## config.mk

```make
export PLATFORM = sky130hd
export DESIGN_NAME = gigatron_video_gen
export DESIGN_NICKNAME = d
export VERILOG_FILES = /design/src/rtl/gigatron_video_gen.sv
export SDC_FILE = /design/constraint.sdc
export NUM_CORES = 1
export LEC_CHECK = 0
export ABC_AREA = 1
export CAP_MARGIN = 20
export CORE_MARGIN = 8
export CORE_UTILIZATION = 43
export DETAILED_ROUTE_END_ITERATION = 12
export GPL_ROUTABILITY_DRIVEN = 0
export GPL_TIMING_DRIVEN = 0
export SYNTH_ARGS = -nofsm -noshare
export SYNTH_HDL_FRONTEND = slang
export SYNTH_SLANG_ARGS = --single-unit
```

## constraint.sdc

```tcl
create_clock -name clk25 -period 2.5 [get_ports clk25]
set_clock_uncertainty 0.2 [all_clocks]
set_input_delay 0.5 -clock clk25 [delete_from_list [all_inputs] [get_ports clk25]]
set_output_delay 0.5 -clock clk25 [all_outputs]
set_load 0.03 [all_outputs]
```

## src/rtl/gigatron_video_gen.sv

```systemverilog
// Synthetic Gigatron video source: divides clk25 by 4 into clk1 and paints test
// patterns into Gigatron-format RGB/HSYNC/VSYNC, all updated on the clk1 rising edge.
module gigatron_video_gen #(
    parameter int H_TOTAL     = 200,
    parameter int H_SYNC      = 24,
    parameter int H_VIS_START = 36,
    parameter int H_VIS       = 160,
    parameter int V_TOTAL     = 521,
    parameter int V_SYNC      = 2,
    parameter int V_VIS_START = 26,
    parameter int V_VIS       = 480
) (
    input  logic       clk25,
    input  logic       reset_n,
    input  logic       enable,
    input  logic [1:0] mode,
    input  logic [5:0] solid_color,
    output logic       clk1,
    output logic [3:0] gigatron_vga_r,
    output logic [3:0] gigatron_vga_g,
    output logic [3:0] gigatron_vga_b,
    output logic       gigatron_vga_hs,
    output logic       gigatron_vga_vs,
    output logic       frame_start,
    output logic [7:0] frame_cnt
);

    localparam logic [9:0] H_LAST_C = 10'(H_TOTAL - 1);
    localparam logic [9:0] H_SYNC_C = 10'(H_SYNC);
    localparam logic [9:0] H_VS_C   = 10'(H_VIS_START);
    localparam logic [9:0] H_VE_C   = 10'(H_VIS_START + H_VIS);
    localparam logic [9:0] V_LAST_C = 10'(V_TOTAL - 1);
    localparam logic [9:0] V_SYNC_C = 10'(V_SYNC);
    localparam logic [9:0] V_VS_C   = 10'(V_VIS_START);
    localparam logic [9:0] V_VE_C   = 10'(V_VIS_START + V_VIS);

    logic [1:0] ph_r;
    logic       clk1_r;
    logic [9:0] col_r;
    logic [9:0] ln_r;
    logic [7:0] frame_cnt_r;
    logic [1:0] mode_r;
    logic [5:0] solid_r;
    logic       hs_r;
    logic       vs_r;
    logic       frame_start_r;
    logic [3:0] r_r;
    logic [3:0] g_r;
    logic [3:0] b_r;

    logic       tick_s;
    logic       advance_s;
    logic       origin_s;
    logic       col_wrap_s;
    logic       ln_wrap_s;
    logic       vis_s;
    logic [7:0] x_s;
    logic       row_b3_s;
    logic [5:0] grad_s;
    logic [1:0] mode_cur_s;
    logic [5:0] solid_cur_s;
    logic [5:0] color_s;

    assign tick_s     = (ph_r == 2'd3);
    assign advance_s  = tick_s & enable;
    assign origin_s   = (col_r == 10'd0) && (ln_r == 10'd0);
    assign col_wrap_s = (col_r == H_LAST_C);
    assign ln_wrap_s  = (ln_r == V_LAST_C);
    assign vis_s      = (col_r >= H_VS_C) && (col_r < H_VE_C) &&
                        (ln_r >= V_VS_C) && (ln_r < V_VE_C);
    assign x_s        = 8'(col_r - H_VS_C);
    // Bit 3 of the row index, where a row spans 4 lines
    assign row_b3_s   = 1'((ln_r - V_VS_C) >> 5);
    assign grad_s     = 6'(x_s + frame_cnt_r);

    // The origin pixel already uses the controls being latched on that edge
    assign mode_cur_s  = origin_s ? mode : mode_r;
    assign solid_cur_s = origin_s ? solid_color : solid_r;

    // Pattern colour {b,g,r} for the column being presented
    always_comb begin
        color_s = 6'h00;
        case (mode_cur_s)
            2'd0:    color_s = solid_cur_s;
            2'd1:    color_s = {x_s[7:5], x_s[7:5]};
            2'd2: begin
                if (x_s[3] ^ row_b3_s) begin
                    color_s = 6'h3F;
                end else begin
                    color_s = 6'h00;
                end
            end
            2'd3:    color_s = grad_s;
            default: color_s = 6'h00;
        endcase
    end

    // Phase counter; clk1 is high in phases 0 and 1
    always_ff @(posedge clk25 or negedge reset_n) begin
        if (!reset_n) begin
            ph_r   <= 2'd0;
            clk1_r <= 1'b1;
        end else begin
            ph_r   <= ph_r + 2'd1;
            clk1_r <= (ph_r == 2'd3) || (ph_r == 2'd0);
        end
    end

    // Raster position and frame count advance once per enabled clk1 rising edge
    always_ff @(posedge clk25 or negedge reset_n) begin
        if (!reset_n) begin
            col_r       <= 10'd0;
            ln_r        <= 10'd0;
            frame_cnt_r <= 8'd0;
        end else if (advance_s) begin
            if (col_wrap_s) begin
                col_r <= 10'd0;
                if (ln_wrap_s) begin
                    ln_r        <= 10'd0;
                    frame_cnt_r <= frame_cnt_r + 8'd1;
                end else begin
                    ln_r <= ln_r + 10'd1;
                end
            end else begin
                col_r <= col_r + 10'd1;
            end
        end
    end

    // Pattern controls are captured only at the frame origin
    always_ff @(posedge clk25 or negedge reset_n) begin
        if (!reset_n) begin
            mode_r  <= 2'd0;
            solid_r <= 6'h00;
        end else if (advance_s && origin_s) begin
            mode_r  <= mode;
            solid_r <= solid_color;
        end
    end

    // Registered syncs and colour; idle levels while the generator is stopped
    always_ff @(posedge clk25 or negedge reset_n) begin
        if (!reset_n) begin
            hs_r <= 1'b1;
            vs_r <= 1'b1;
            r_r  <= 4'h0;
            g_r  <= 4'h0;
            b_r  <= 4'h0;
        end else if (tick_s) begin
            if (enable) begin
                hs_r <= (col_r >= H_SYNC_C);
                vs_r <= (ln_r >= V_SYNC_C);
                if (vis_s) begin
                    r_r <= {color_s[1:0], 2'b00};
                    g_r <= {color_s[3:2], 2'b00};
                    b_r <= {color_s[5:4], 2'b00};
                end else begin
                    r_r <= 4'h0;
                    g_r <= 4'h0;
                    b_r <= 4'h0;
                end
            end else begin
                hs_r <= 1'b1;
                vs_r <= 1'b1;
                r_r  <= 4'h0;
                g_r  <= 4'h0;
                b_r  <= 4'h0;
            end
        end
    end

    // One clk25 strobe after the edge that presents the frame origin
    always_ff @(posedge clk25 or negedge reset_n) begin
        if (!reset_n) begin
            frame_start_r <= 1'b0;
        end else begin
            frame_start_r <= advance_s && origin_s;
        end
    end

    assign clk1            = clk1_r;
    assign gigatron_vga_r  = r_r;
    assign gigatron_vga_g  = g_r;
    assign gigatron_vga_b  = b_r;
    assign gigatron_vga_hs = hs_r;
    assign gigatron_vga_vs = vs_r;
    assign frame_start     = frame_start_r;
    assign frame_cnt       = frame_cnt_r;

endmodule
```

* Word level (Yosys, flattened, before mapping)
Index checks and enable logic that the tools add are counted.
** Operators by class
- Equal/unequal tests :: 6
- Bitwise operators :: 2
- Add/sub/neg operators :: 7
- Mux-type cells :: 14
- Magnitude comparators :: 6
- Reduce and logical (&&, ||, !) cells :: 12
** Operators with widths (count)
- two-way mux 4 bit :: 6
- one-hot mux 6 bit (4 select lines) :: 1
- adder 10 x 1 -> 10 bit (second input constant) :: 2
- >= comparator 10 x 5 -> 1 bit (second input constant) :: 2
- zero test 10 bit :: 2
- two-way mux 10 bit :: 2
- two-way mux 6 bit :: 2
- == test 10 bit (second input constant) :: 1
- == test 10 x 8 -> 1 bit (second input constant) :: 1
- >= comparator 10 x 2 -> 1 bit (second input constant) :: 1
- >= comparator 10 x 6 -> 1 bit (second input constant) :: 1
- less-than comparator 10 x 8 -> 1 bit (second input constant) :: 1
- less-than comparator 10 x 9 -> 1 bit (second input constant) :: 1
- adder 8 x 1 -> 8 bit (second input constant) :: 1
- subtractor 8 x 6 -> 8 bit (second input constant) :: 1
- adder 6 bit :: 1
- == test 2 bit (second input constant) :: 3
- subtractor 6 x 5 -> 6 bit (second input constant) :: 1
- logical AND 1 bit :: 5
- zero test 2 bit :: 2
- AND reduction 3 bit :: 1
- adder 2 x 1 -> 2 bit (second input constant) :: 1
- == test 2 x 1 -> 1 bit (second input constant) :: 1
- two-way mux 1 bit :: 2
- other kinds (5) :: 5
** Word-level totals
- Word-level logic and storage cells :: 60
- Flip-flop bits (word level) :: 54

* Longest topological paths before layout
- Depth after elaboration :: 7
- Gate-level depth with buffers :: 16
- Depth with buffers taken out :: 16

* Worst setup path after synthesis
Ideal clock, no wire load.
- Path kind :: register to register
- Start point :: register frame_cnt_r[0], in the netlist frame_cnt[0]
- End point :: register b_r[2], in the netlist gigatron_vga_b[2]
- Path slack :: 0.276 ns
- Arrival :: 1.904 ns
- Cell stages (with the launch flop) :: 14
- Path through :: dfrtp_1 -> ha_1 -> inv_1 -> fa_1 -> inv_1 -> nand2_1 -> a21oi_1 -> nor2_1 -> nand2_1 -> nand2_1 -> nand3_1 -> nand2_1 -> o21ai_1 -> nand2_1
** On the way
- Cells in the longest elaborated chain, start to end :: 4
** Ends and longest elaborated chain
- start, declared :: RTL line 41 : logic [7:0] frame_cnt_r;
- start signal, assigned :: RTL line 120 : frame_cnt_r <= frame_cnt_r + 8'd1;
- adder 6 bit :: RTL line 74 : assign grad_s = 6'(x_s + frame_cnt_r);
- one-hot mux 6 bit (4 select lines) :: RTL line 83 : case (mode_cur_s)
- two-way mux 4 bit :: RTL line 153 : if (vis_s) begin
- two-way mux 4 bit :: RTL line 150 : if (enable) begin
- end signal, assigned :: RTL line 156 : b_r <= {color_s[5:4], 2'b00};
- end, declared :: RTL line 49 : logic [3:0] b_r;
Every way passes these cells.
A chain may end at the register's enable or synchronous reset.

* Worst setup path after layout
- Start point :: register ln_r[1]
- End point :: register g_r[3], in the netlist gigatron_vga_g[3]
** On the way
- Cells in the longest elaborated chain, start to end :: 7
- Elaborated cells between the ends (all ways) :: 18
- Those cells by class :: add/sub (1); order compare (2); eq/ne (3); mux (6); bitwise (1); reduce/logical (5)
** Ends and longest elaborated chain
- start, declared :: RTL line 40 : logic [9:0] ln_r;
- start signal, assigned :: RTL line 122 : ln_r <= ln_r + 10'd1;
- branches (longest 5 deep; another with subtractor 6 x 5 -> 6 bit)
- two-way mux 4 bit * :: RTL line 153
- two-way mux 4 bit * :: RTL line 150
- end signal, assigned :: RTL line 155 : g_r <= {color_s[3:2], 2'b00};
- end, declared :: RTL line 48 : logic [3:0] g_r;
Mark *: on every way between the ends.

==> impl_results.md <==
- # hold bufs at CTS: 0
- Remaining global-route overflow: 0
- Sink Count: 48
- Number of buffers added on ports: 28
- Antenna viol nets, final: 0
- DIE AREA: 10500 µm²
- Area share of the largest cell type after synthesis: 34.8%
- Count leader, synth: nand2_1
- First-pass GRT wire length: 11.9 mm
- Drt drc: 0
- Warnings, synthesis: 0
- Share of cells above drive strength 1: between 10% and 20%
- Routed WL: 7.05 mm
- Reg2Reg Depth: 11
- TritonRoute pass-1 iters: 4
- Initial drt markers: 79
- RSZ-0062 raised after global routing: no
- Largest net degree at the start of global routing: 27
- Hold Crit Class: in -> async
- CTS clock-pin slew for the worst setup and hold paths: 0.09 ns
- Final HPWL DP: 5.60 mm
- Place WS: around 0.050 ns
- Register area: between 1000 and 1500 µm²
- Wire per inst: ~13 µm
- Width of the die: 103 µm
- Nature of the critical path startpoint: flop
- Worst Tran Pin Value: 0.581 ns
- CP max FO: 6
- DR vias: 2637
- # rows: 31
- ANT cells: 0
- Antenna violations before repair: 0
- Starting Density: 44.6%
- Sequential fraction of the synthesis area: between 30% and 40%
- Core Area: 7250 µm²
- PD cells: 532 nW/µm²
- Die Y: 103 µm
- Post-layout worst setup margin: 0.131 ns
- F_max: 422 MHz
- CTS tree: done
- Filler cell count: ~700
- Netlist cell types: 41
- Slew HR: 61.3%
- Status: finished, violations left
- Failing checks: hold timing
- Vias per cell: a little under 5
- Number of synthesized flops with an enable pin: 0
- CTS root buffer: clkbuf_8
- H-tree depth: 2
- Arrival time worst endpoint: around 2.4 ns
- Req. time, crit path: 2.49 ns
- Hold WS: -0.00928 ns
- Netlist Area Pre-Place: between 3000 and 4000 µm²
- Area Growth Syn to Fin: 16.8%
- Synth cell count leaders: 87 x nand2_1, 57 x inv_1, 45 x dfrtp_1, 27 x nand3_1, 23 x nor2_1
- Setup repair bufs after CTS: 0
- Util after Layout: a little over half
- Final hold vios: 14
- Final period util: 94.8%
- GRT Util Overall: 14.2%
- Total design power: roughly 2000 µW
- Ys async rst share: 100%
- Synth Instances: 400
- Cell accounting for the most synthesized area: dfrtp_1
- Multi-input logic area: 1760 µm²
- Tmin final: 2.37 ns
- TritonCTS Buffers: 5
- Maximum vdd drop: 0.350 mV
- Clk Latency, worst-skew pair: 0.30 ns
- Setup CP Type: reg -> reg
- Max-cap viol count: 0
- Critical path endpoint category: flop
- IO Pins: 35
- Flops & latches, synth: 48
- Setup violators final: 0
- Mapped Avg Cell Area: about 8.1 µm²
- Top_reg_cell synth: dfrtp_1
- Number of global-route vias before repair: 2520
- Deepest clock path buffer count: 2
- Synth top area cells: dfrtp_1 35%, nand2_1 10%, inv_1 6.6%
- Slew Limit Fails: 0
- Nets: 470
- Lkg Pwr: 0.00191 µW
==> through the flow <==
stage,setup TNS (ns),instance area (µm²),hold slack [ns],std cells
detailed placement,0,3670,0.256,533
global route,0,3770,0.0337,539
finish,0,3770,-0.00928,539
CTS,0,3770,0.0115,539
global placement,-32.48,3660,0.219,532
floorplan,0,3250,0.00441,405
==> layer usage <==
metal / up-vias / part of all wire [%] / GRT usage, %
li1: 1354 / - / -
met1: 1216 / 48 / 18.6
met2: 59 / 46 / 23.3
met3: 8 / 4.4 / 2.57
met4: 0 / 1.6 / 4.29
met5: - / 0 / 0
==> registers in the layout, indices dropped and copies added (netlist names), 6 cells and up <==
name       count
ln_r          10
solid_r        6
frame_cnt      8
col_r         10
==> worst max-delay path, stage by stage, from the launching register on <==
cell and delay [ns]:
dfrtp_1 0.43, inv_1 0.16, ha_1 0.27, nand3_1 0.19, nor2_2 0.20, nand3_1 0.15, nand2_1 0.11, nand2_2 0.08
nand2_1 0.17, nand2_1 0.09, o21ai_1 0.16, nand2_1 0.06
==> final cells by class <==
cell class / count / area share (%)
clock inverters: 1 / 0.795
multi-input cells: 288 / 46.5
inverters: 60 / 5.97
plain buffers: 9 / 1.82
well taps: 99 / 3.28
clock buffers: 5 / 1.82
repair buffers: 29 / 7.82
flip-flops and latches: 48 / 32.0
==> where the power goes <==
group / switching (µW) / total [µW] / leakage (µW) / internal (µW)
Sequential: 65.0 / 881 / 0.000577 / 816
Clock: 256 / 544 / 0.0000501 / 288
Combinational: 360 / 584 / 0.00128 / 224
Total: 681 / 2010 / 0.00191 / 1330
==> cell families after synthesis <==
family,synth area share [%]
xor gates and xnor gates,5.69
other,0.116
muxes,0.348
AOI/OAI and AO/OA,7.78
adders and majority gates,7.20
DFF,37.3
and+or+nand+nor,32.5
buffers and inverters,9.06
==> repair_timing <==
item | CTS | global route
resized for setup | 0 | 6
setup endpoints to repair | 0 | 3
endpoints found under the hold margin | 0 | 0
==> final timing paths <==
check / start / end / slack, ns
worst min-delay path: reset_n / frame_cnt[4]$_DFFE_PN0P_ / -0.009
max in group asynchronous: reset_n / gigatron_vga_vs$_DFFE_PN1N_ / 1.49
worst max register to register: ln_r[1]$_DFFE_PN0P_ / gigatron_vga_g[3]$_DFFE_PN0N_ / 0.13
worst max-delay path: ln_r[1]$_DFFE_PN0P_ / gigatron_vga_g[3]$_DFFE_PN0N_ / 0.13
worst min register to register: ph_r[0]$_DFF_PN0_ / ph_r[0]$_DFF_PN0_ / 0.27
min in group clk25: ph_r[0]$_DFF_PN0_ / ph_r[0]$_DFF_PN0_ / 0.27
==> placed cells by master, fill, tap and decap left out, types with 3 or more instances in the layout <==
master,n
clkdlybuf4s50_1,27
o21ai_0,19
conb_1,6
xnor2_1,8
nand2_2,7
dfstp_2,3
inv_2,5
nor2_1,23
ha_1,16
o21ai_1,6
nand2_4,5
inv_1,55
nor3_1,5
buf_4,7
nand3_2,4
nand3_1,27
xor2_1,13
nand2_1,87
a21oi_1,15
clkbuf_8,5
nor2_4,8
nand4_1,10
nor2_2,8
dfrtp_1,44
Power figures use the tool's default switching activity.
